$ cat config.mk
export PLATFORM = sky130hd
export DESIGN_NAME = w_wb_merge
export DESIGN_NICKNAME = d
export VERILOG_FILES = /design/src/rtl/w_wb_merge.sv
export SDC_FILE = /design/constraint.sdc
export NUM_CORES = 1
export LEC_CHECK = 0
export CAP_MARGIN = 0
export CORE_MARGIN = 1.5
export CORE_UTILIZATION = 50
export CTS_BUF_LIST = sky130_fd_sc_hd__clkbuf_8
export DETAILED_ROUTE_END_ITERATION = 10
export HOLD_SLACK_MARGIN = 0.03
export PLACE_DENSITY = 0.76
export SLEW_MARGIN = 20
export SYNTH_ARGS = -nofsm -noshare
export SYNTH_HDL_FRONTEND = slang
export SYNTH_SLANG_ARGS = --single-unit
$ cat constraint.sdc
create_clock -name clk -period 13.6 [get_ports clk]
set_input_delay 2.04 -clock clk [delete_from_list [all_inputs] [get_ports clk]]
set_output_delay 2.04 -clock clk [all_outputs]
set_load 0.01 [all_outputs]
$ cat src/rtl/w_wb_merge.sv
// Writeback merge: the W pipeline owns the register-file write port and late results
// queue in a small FIFO, retiring in the cycles W leaves idle. Queued entries are killed on a WAW hit.
module w_wb_merge #(
   parameter int unsigned DATA_W = 32,
   parameter int unsigned ADDR_W = 5,
   parameter int unsigned QDEPTH = 4
) (
   input  logic                        clk,
   input  logic                        reset,
   input  logic                        w_valid,
   input  logic [1:0]                  w_sel,
   input  logic [ADDR_W-1:0]           w_a3,
   input  logic [DATA_W-1:0]           w_ao,
   input  logic [DATA_W-1:0]           w_dr,
   input  logic [DATA_W-1:0]           w_pc,
   input  logic                        late_valid,
   output logic                        late_ready,
   input  logic [ADDR_W-1:0]           late_a3,
   input  logic [DATA_W-1:0]           late_wd,
   output logic                        rf_we,
   output logic [ADDR_W-1:0]           rf_a3,
   output logic [DATA_W-1:0]           rf_wd,
   output logic [(1<<ADDR_W)-1:0]      pend_mask,
   output logic [$clog2(QDEPTH):0]     q_count
);

   localparam int unsigned PTR_W = $clog2(QDEPTH);
   localparam int unsigned CNT_W = PTR_W + 1;
   localparam int unsigned NREG  = 1 << ADDR_W;

   logic [QDEPTH-1:0] ent_valid;
   logic [ADDR_W-1:0] ent_a3 [QDEPTH];
   logic [DATA_W-1:0] ent_wd [QDEPTH];
   logic [PTR_W-1:0]  head, tail;

   logic              w_write, pop, push;
   logic [DATA_W-1:0] w_data;
   logic [QDEPTH-1:0] valid_n;
   logic [PTR_W-1:0]  head_n, tail_n;
   logic [CNT_W-1:0]  count_n;
   logic              we_n;
   logic [ADDR_W-1:0] a3_n;
   logic [DATA_W-1:0] wd_n;
   logic [NREG-1:0]   mask_n;
   logic [ADDR_W-1:0] a3_tmp;

   // Next-state: W write wins the port, otherwise pop the head; kill matching queued entries on W write
   always_comb begin
      w_write = w_valid && (w_a3 != '0);
      case (w_sel)
         2'b01:   w_data = w_dr;
         2'b10:   w_data = w_pc + DATA_W'(8);
         default: w_data = w_ao;
      endcase
      pop  = !w_write && (q_count != '0);
      push = late_valid && late_ready && (late_a3 != '0) && !(w_write && (late_a3 == w_a3));

      valid_n = ent_valid;
      head_n  = head;
      tail_n  = tail;
      we_n    = 1'b0;
      a3_n    = rf_a3;
      wd_n    = rf_wd;
      mask_n  = '0;
      a3_tmp  = '0;

      for (int i = 0; i < int'(QDEPTH); i++) begin
         if (w_write && (ent_a3[i] == w_a3)) valid_n[i] = 1'b0;
      end

      if (w_write) begin
         we_n = 1'b1;
         a3_n = w_a3;
         wd_n = w_data;
      end else if (pop) begin
         we_n          = ent_valid[head];
         a3_n          = ent_a3[head];
         wd_n          = ent_wd[head];
         valid_n[head] = 1'b0;
         head_n        = head + PTR_W'(1);
      end

      if (push) begin
         valid_n[tail] = 1'b1;
         tail_n        = tail + PTR_W'(1);
      end
      count_n = q_count + CNT_W'(push) - CNT_W'(pop);

      // Pending mask from the post-update queue so it lines up with the registered state
      for (int i = 0; i < int'(QDEPTH); i++) begin
         a3_tmp = (push && (tail == PTR_W'(i))) ? late_a3 : ent_a3[i];
         if (valid_n[i]) mask_n[a3_tmp] = 1'b1;
      end
      mask_n[0] = 1'b0;
   end

   always_ff @(posedge clk or posedge reset) begin
      if (reset) begin
         ent_valid  <= '0;
         head       <= '0;
         tail       <= '0;
         q_count    <= '0;
         rf_we      <= 1'b0;
         rf_a3      <= '0;
         rf_wd      <= '0;
         pend_mask  <= '0;
         late_ready <= 1'b1;
         for (int i = 0; i < int'(QDEPTH); i++) begin
            ent_a3[i] <= '0;
            ent_wd[i] <= '0;
         end
      end else begin
         ent_valid  <= valid_n;
         head       <= head_n;
         tail       <= tail_n;
         q_count    <= count_n;
         rf_we      <= we_n;
         rf_a3      <= a3_n;
         rf_wd      <= wd_n;
         pend_mask  <= mask_n;
         late_ready <= (count_n < CNT_W'(QDEPTH));
         if (push) begin
            ent_a3[tail] <= late_a3;
            ent_wd[tail] <= late_wd;
         end
      end
   end

endmodule

# After elaboration in Yosys (flattened, before gate mapping)
# Index checks and enable logic that the tools add are counted.
# op_classes
addsub	5
multipliers	0
div_mod_pow	0
magnitude_cmp	16
n_eq_ne	10
shift	0
mux	48
bitwise	9
n_reduce_logical	29
# op_table
operator	n
32-bit 2-to-1 mux	9
128-bit bitwise mux	1
32-bit bitwise OR	3
32-bit binary-select mux with 2-bit select	1
32-bit demux with 2-bit select	1
32-bit case mux with 2 select lines	1
5-bit 2-to-1 mux	9
32-bit by 4-bit adder with 32-bit output, second input constant	1
5-bit == test	5
5-bit by 6-bit less-than comparator with 1-bit output, second input constant	4
1-bit logical AND	21
20-bit bitwise mux	1
1-bit demux with 5-bit select	4
5-bit by 1-bit >= comparator with 1-bit output, second input constant	4
1-bit 2-to-1 mux	13
4-bit 2-to-1 mux	3
5-bit binary-select mux with 2-bit select	1
5-bit demux with 2-bit select	1
5-bit nonzero test	2
2-bit == test, second input constant	3
3-bit >= comparator, second input constant	2
2-bit by 3-bit less-than comparator with 1-bit output, second input constant	2
2-bit inverter with 3-bit output	2
2-bit by 1-bit adder with 2-bit output, second input constant	2
17 further kinds	21
# totals
regBits	229
latch_bits	0
mem_bits_rw	0
rom_bits	0
in_bits	144
out_inout_bits	74
elab_cells	134
memories	0

# Longest topological paths before layout
# Gate-level depths: netlist of run 1.
# depth
depth_word	18
mapped_depth	15
mapped_depth_nobuf	13

# Worst setup path after synthesis of run 1
# Ideal clock, no wire load.
# synth_path
path_kind	input port to flip-flop
start	in w_a3[2]
end	reg late_ready
setup_time_ps	79
arrival_time_ps	4734
t_required_ps	13521
path_slack_ps	8786
path_stages	15
n_path_buf	2
path_cell_list	buf_2 > or4_4 > o21a_1 > buf_6 > and3_1 > nor2_1 > inv_1 > ha_1 > inv_1 > ha_1 > inv_1 > fa_1 > xnor2_1 > xnor2_1 > inv_1
# synth_between
elab_chain_len	8
elab_cells_between_ends	11
cone_classes	add/sub: 2; order compare: 1; eq/ne: 1; reduce/logical: 7
# synth_rtl
item	line	source
from (decl)	12	input logic [ADDR_W-1:0] w_a3,
5-bit nonzero test	49	w_write = w_valid && (w_a3 != '0);
1-bit logical AND	49	
1-bit logical AND	56	push = late_valid && late_ready && (late_a3 != '0) && !(w_write && (late_a3 == w_a3));
1-bit zero test	56	
1-bit logical AND	56	
3-bit by 1-bit adder with 3-bit output	87	count_n = q_count + CNT_W'(push) - CNT_W'(pop);
3-bit by 1-bit subtractor with 3-bit output (*)	87	
net count_n[2]	40	logic [CNT_W-1:0] count_n;
3-bit less-than comparator (*)	121	late_ready <= (count_n < CNT_W'(QDEPTH));
to (signal assigned)	121	
to (decl)	17	output logic late_ready,
# The timed path passes the listed nets; every way through them passes the cells marked *.
# A chain may end at the register's enable or synchronous reset.

# Final worst setup path of run 1
# layout_path
start	in w_a3[1]
end	reg pend_mask[12]
# layout_between
elab_chain_len	18
elab_cells_between_ends	60
cone_classes	order compare: 8; eq/ne: 5; mux: 23; bitwise: 5; reduce/logical: 19
# layout_rtl
item	line	source
5-bit nonzero test	49	
1-bit logical AND	49	
1-bit logical AND	56	
1-bit zero test	56	
1-bit logical AND	56	
1-bit logical AND	91	a3_tmp = (push && (tail == PTR_W'(i))) ? late_a3 : ent_a3[i];
5-bit 2-to-1 mux	91	
5-bit by 6-bit less-than comparator with 1-bit output (implied by the code) or 5-bit by 1-bit >= comparator with 1-bit output (tied branches)	92	if (valid_n[i]) mask_n[a3_tmp] = 1'b1;
(+3 left out)	--	
32-bit 2-to-1 mux	92	
32-bit bitwise OR (no source line)	--	
32-bit 2-to-1 mux	92	
32-bit bitwise OR (no source line)	--	
32-bit 2-to-1 mux	92	
32-bit bitwise OR (no source line)	--	
32-bit 2-to-1 mux (*)	92	
net mask_n[12]	44	logic [NREG-1:0] mask_n;
to (signal assigned)	120	pend_mask <= mask_n;
to (decl)	23	output logic [(1<<ADDR_W)-1:0] pend_mask,
# Marks and branches as above.

==> results of run 1 <==
==> cell families (layout without fill, tap and decap cells) <==
| group | Yosys count | after routing | share of synthesized area |
|---|---|---|---|
| XOR/XNOR | 56 | 56 | 0.0396 |
| flip-flops | 229 | 229 | 0.463 |
| AO/OA/AOI/OAI | 197 | 197 | 0.132 |
| AND/OR/NAND/NOR | 261 | 261 | 0.0981 |
| multiplexers | 199 | 199 | 0.214 |
| other | 1 | 1 | 0.000303 |
| buffers and inverters | 110 | 330 | 0.0388 |
| adder cells (fa/ha/maj) | 14 | 14 | 0.0147 |
==> path summary, 6_finish.rpt <==
kind	start	end	slack (ns)	cells after the start
setup reg to reg	tail[0]$_DFFE_PP0N_	pend_mask[12]$_DFF_PP0_	10.06	10
min in group asynchronous	reset	ent_wd[90]$_DFFE_PP0P_	2.02	2
hold reg to reg	ent_wd[30]$_DFFE_PP0P_	ent_wd[30]$_DFFE_PP0P_	0.48	1
setup / recovery	w_a3[1]	pend_mask[12]$_DFF_PP0_	8.01	10
hold / removal	ent_wd[30]$_DFFE_PP0P_	ent_wd[30]$_DFFE_PP0P_	0.48	1
max in group asynchronous	reset	head[0]$_DFFE_PP0P_	9.33	4
==> power by group <==
part | switching [W] | total (W) | internal, W | leakage (nW)
logic | 0.000731 | 0.00147 | 0.000737 | 3.16
clock network | 0.000271 | 0.000575 | 0.000305 | 0.411
registers | 0.000221 | 0.00122 | 0.00100 | 2.80
total | 0.00122 | 0.00327 | 0.00205 | 6.37
==> cell type report <==
| class | count | area share |
|---|---|---|
| Inverter | 39 | 0.00995 |
| Sequential cell | 229 | 0.371 |
| Tap cell | 324 | 0.0262 |
| Clock buffer | 46 | 0.0409 |
| Multi-Input combinational cell | 728 | 0.402 |
| Clock inverter | 17 | 0.00494 |
| Timing Repair Buffer | 228 | 0.146 |
==> registers in the layout, indices dropped and copies added (netlist names), 2 cells and up <==
signal and flops:
ent_a3 20, pend_mask 31, rf_wd 32, q_count 3
ent_valid 4, ent_wd 128, tail 2, head 2
rf_a3 5
==> per-layer routing <==
layer | wire length (um) | track usage | vias up | part of all wire
met5 | 0 | 0 | - | 0
met2 | 16200 | 0.437 | 416 | 0.45
li1 | - | - | 4376 | -
met3 | 2900 | 0.0548 | 71 | 0.081
met4 | 813 | 0.0833 | 0 | 0.023
met1 | 16000 | 0.410 | 4881 | 0.45
==> stage by stage <==
step	power, W	util	worst slack, ns	hold slack [ns]	area, um^2
after floorplan	0.00212	-	5.29	0.453	12400
after global placement	0.00264	0.607	7.60	0.463	14800
after detailed placement	0.00269	0.607	7.46	0.471	14800
after CTS	0.00328	0.636	8.06	0.484	15500
after global routing	0.00346	0.636	7.83	0.505	15500
final	0.00327	0.636	8.01	0.480	15500
==> cell usage in the layout (no fill, tap or decap), types with 13 or more instances in the layout <==
cell	n
xor2_1	28
o22ai_1	20
nand2b_1	13
a221o_1	19
dfrtp_1	227
nand2_1	119
mux2i_1	23
nand3_1	18
mux4_2	38
o22a_1	13
clkdlybuf4s50_1	216
o221ai_1	13
nor3_1	28
o21ai_0	23
nor2_1	34
clkbuf_8	46
mux2_1	70
a221oi_1	18
inv_1	39
a311oi_1	13
and3_1	17
xnor2_1	28
mux2_2	66
==> results.toml, run 1 <==
[sta]
fin_crit_ns = 5.59
post-route-period-util = 0.411
finalSetupViolCount = 0
drv_slew = 0
final-hold-violation-count = 0
rsz0062_at_grt = "no"
fmax_ghz = 0.179
tns_ns = 0
max-slew-margin-rel = 0.275
fin_skew_ns = 0.0236
worst_pin_slew_ns = 1.07

[drt]
routed_wl_um = 35900
first_pass_iters = 5
drc = 0
drt_iter0_drc = 935
antenna_left = 0
vias = 9744
vias_per_cell = 6.05
routedWlPerCell_um = 22.3

[yosys]
synthCells = 1067
async_flop_share = 1.00
yosysMostFrequentCell = "dfrtp_1"
yosysTopAreaCell = "dfrtp_1"
ys_seq_area_frac = 0.463
ys_seq_elements = 229
syn_nets = 1225
synthFlopType = "dfrtp_1"
syn_area_mm2 = 0.0124
synth_top_area_frac = 0.460
ys_top_cells_by_count = "dfrtp_1 (228), nand2_1 (119), mux2_1 (70)"
synth_enable_flop_cells = 0
yosysUniqueCellTypes = 70
avgSynthCellArea_um2 = 11.6
ys_warn_count = 0
synth_area_leaders = "dfrtp_1 (46%), mux4_2 (6.9%), mux2_1 (6.4%)"

[setup_path]
slowest_delay_ns = 0.65
cp_max_fo = 38
path_buf_inv = 3
slowest_stage = "or4_4"
worstPathArrival_ns = 6.02
start_kind = "input port"
crit_required_ns = 14.04
end_kind = "flip-flop"
crit_family = "compound AO/OA/AOI/OAI gates"
critical_path_class = "input port to flip-flop"
path_cells = "clkdlybuf4s50_1 > or4_4 > o21a_1 > a31oi_4 > buf_4 > mux2i_1 > inv_2 > o21ai_0 > o22ai_1 > a221o_1"

[grt]
grt_max_degree = 97
gr-usage-all-layers = 0.284
antenna_found_initial = 0
grt_pass1_wl_um = 57300
grt_pass1_vias = 10046
grt-ovfl-total = 0

[status]
status = "complete, no violations"

[clocking]
cts_hold_buf = 0
htree_num_levels = 2
clock-sinks = 229
clockRootBuffer = "clkbuf_8"
cts_tree = "built"
numCtsBuffers = 39
clock_latency_ns = 0.54
path_clk_slew_ns = 0.06
cts_buffer_depth = 3
post-cts-setup-buffers = 0
cts-resized-gates = 0

[die]
start_util = 0.510
core_mm2 = 0.0243
row_count = 57
ios = 218
die_h_um = 160
dieArea_mm2 = 0.0257
fp.dieW_um = 160

[placement]
gp_congestion = 1.02
dp.final_hpwl_um = 25200
numPortBuffers = 216
dp_cells = 1548

[layout]
nets = 1423
n_antenna_cell = 0
drive_gt1_frac = 0.154
nFillCells = 1896
multi_input_area_mm2 = 0.00621
finalNonFillerCells = 1611
syn_to_final_growth_pct = 24.8
seqCellArea_mm2 = 0.00573

[power_and_ir_drop]
leakage_nw = 6.37
power_density_mw_per_mm2 = 211
irDropWorstVdd_uv = 89.9

[min_path]
hold_path_class = "flip-flop to flip-flop"

[run]
cap_violations = 0
Power figures use the tool's default switching activity.
==> run 2: changes to the inputs <==
--- a/config.mk
+++ b/config.mk
@@ -11,7 +11,7 @@
 export CTS_BUF_LIST = sky130_fd_sc_hd__clkbuf_8
 export DETAILED_ROUTE_END_ITERATION = 10
 export HOLD_SLACK_MARGIN = 0.03
-export PLACE_DENSITY = 0.76
+export PLACE_DENSITY = 0.79
 export SLEW_MARGIN = 20
 export SYNTH_ARGS = -nofsm -noshare
 export SYNTH_HDL_FRONTEND = slang
==> constraint.sdc (replaced) <==
create_clock -name clk -period 4.8 [get_ports clk]
set_input_delay 0.72 -clock clk [delete_from_list [all_inputs] [get_ports clk]]
set_output_delay 0.72 -clock clk [all_outputs]
set_load 0.01 [all_outputs]
==> run 2 against run 1 <==
  * Critical path depth grew 4
  * Register-to-register slack lost 8.0 ns
  * Global-route usage shrank 0.22 points
  * Routed wire length is essentially flat
  * Combinational power grew to 2.9 times the previous value
  * Die area is the same
  * Worst hold slack lost 0.058 ns
  * Non-clock buffer count grew 14
  * Setup slack lost 7.0 ns
  * Cell count grew 1.3%
  * Critical path type unchanged
  * Largest cell class unchanged
==> results.toml, run 2 (synthesis gave the netlist of run 1 again) <==
[status]
status = "complete, no violations"

[clocking]
htree_num_levels = 2
clockRootBuffer = "clkbuf_8"
numCtsBuffers = 38
cts_buffer_depth = 3
cts-resized-gates = 0
clock_latency_ns = 0.54
clock-sinks = 229
cts_hold_buf = 0
post-cts-setup-buffers = 0
path_clk_slew_ns = 0.06
cts_tree = "built"

[grt]
grt-ovfl-total = 0
grt_pass1_vias = 10260
antenna_found_initial = 3
grt_max_degree = 147
grt_pass1_wl_um = 57000
gr-usage-all-layers = 0.282

[layout]
drive_gt1_frac = 0.168
largestRegisters = "ent_wd x128, rf_wd x32, pend_mask x31"
post-route-util = 0.644
multi_input_area_mm2 = 0.00621
nets = 1436
design_area_mm2 = 0.0157
seqCellArea_mm2 = 0.00573
syn_to_final_growth_pct = 26.4
layout_commonest_cell = "dfrtp_1"
final_cell_mix = "dfrtp_1 (227), clkdlybuf4s50_1 (216), nand2_1 (119)"
largest-register = "ent_wd"
nFillCells = 1854
largest_reg_flops = 128

[drt]
vias_per_cell = 6.02
vias = 9821
first_pass_iters = 6
antenna_left = 0
drt_iter0_drc = 874
drc = 0
routedWlPerCell_um = 22.0
routed_wl_um = 36000

[run]
cap_violations = 0

[die]
dieArea_mm2 = 0.0257
fp.dieW_um = 160
row_count = 57
start_util = 0.510
die_h_um = 160
core_mm2 = 0.0243
ios = 218

[setup_path]
slowest_delay_ns = 0.64
crit_family = "simple AND/OR/NAND/NOR gates"
cp_max_fo = 7
end_kind = "flip-flop"
reg2reg_to = "pend_mask[14]$_DFF_PP0_"
path_buf_inv = 5
critical_path_class = "input port to flip-flop"
r2r_slack_ns = 2.05
path_cells = "clkdlybuf4s50_1 > or4_4 > o21a_1 > and3_1 > nor2_1 > inv_1 > ha_1 > inv_1 > ha_1 > inv_1 > fa_1 > xnor2_1 > xnor2_1 > inv_1"
slowest_stage = "or4_4"
r2r_cells = 9
crit_required_ns = 5.25
worstPathArrival_ns = 4.29
start_kind = "input port"
crit_top_cell = "inv_1"
reg2reg_from = "tail[0]$_DFFE_PP0N_"

[placement]
gp_congestion = 0.961
dpl_cell_area_mm2 = 0.0149
numPortBuffers = 216
dp.final_hpwl_um = 25600

[sta]
finalSetupViolCount = 0
tns_ns = 0
post-route-period-util = 0.799
worst_pin_slew_ns = 0.874
fin_skew_ns = 0.0207
max-slew-margin-rel = 0.417
rsz0062_at_grt = "no"
fin_crit_ns = 3.83
drv_slew = 0
fmax_ghz = 0.261
final-hold-violation-count = 0

[power_and_ir_drop]
switching_share = 0.372
irDropWorstVdd_uv = 243
seq_power_share = 0.370
power_density_mw_per_mm2 = 601
leakage_nw = 6.48
combPwrFrac = 0.446
clkPwrFrac = 0.183
power_switching_w = 0.00350
p_int_w = 0.00591

[min_path]
hold_path_class = "input port to async pin"
-- run 2: cell type report --
class | instances | area share
Clock inverter | 18 | 0.00503
Clock buffer | 51 | 0.0448
Sequential cell | 229 | 0.366
Multi-Input combinational cell | 728 | 0.396
Inverter | 39 | 0.00958
Antenna cell | 1 | 0.000160
Tap cell | 324 | 0.0259
Timing Repair Buffer | 242 | 0.152
-- run 2: worst reg2reg max path, stage by stage, from the launching register on --
cell	delay [ns]
dfrtp_1	0.41
inv_1	0.12
ha_1	0.17
o2111ai_1	0.25
a31oi_4	0.27
mux2i_1	0.54
inv_2	0.15
o21ai_0	0.29
o22ai_1	0.16
a221o_1	0.29
-- run 2: power by group through the flow --
stage | clock (W) | sequential, W | combinational, W
6_report | 0.00173 | 0.00349 | 0.00420
4_1_cts | 0.00176 | 0.00348 | 0.00418
5_1_grt | 0.00184 | 0.00359 | 0.00452
3_3_place_gp | 0 | 0.00345 | 0.00407
3_5_place_dp | 0 | 0.00351 | 0.00417
2_1_floorplan | 0 | 0.00339 | 0.00262
-- run 2: how the worst max path moves through the flow --
stage	end	startpoint	cells after the start	slack, ns
2_1_floorplan	ent_a3[0]$_DFFE_PP0P_	reset	1	1.09
3_3_place_gp	late_ready$_DFF_PP1_	w_a3[1]	14	0.55
3_5_place_dp	late_ready$_DFF_PP1_	w_a3[1]	14	0.44
4_1_cts	late_ready$_DFF_PP1_	w_a3[1]	14	0.99
5_1_grt	late_ready$_DFF_PP1_	w_a3[1]	14	0.74
6_report	late_ready$_DFF_PP1_	w_a3[1]	14	0.97
-- run 2: layer usage --
layer  vias to the layer above  wire length [um]  track usage
li1                       4410                 -            -
met1                      4860             15300        0.380
met2                       472             16400        0.442
met3                        77              3350       0.0757
met4                         2               918       0.0947
met5                         -                11            0
-- run 2: through the flow --
stage / worst slack [ns] / hold slack (ns) / total power, W / instances
6_report: 0.965 / 0.422 / 0.00941 / 1632
5_1_grt: 0.738 / 0.408 / 0.00996 / 1632
2_1_floorplan: 1.09 / 0.453 / 0.00601 / 1067
4_1_cts: 0.987 / 0.400 / 0.00942 / 1631
3_5_place_dp: 0.435 / 0.471 / 0.00768 / 1562
3_3_place_gp: 0.555 / 0.461 / 0.00752 / 1562
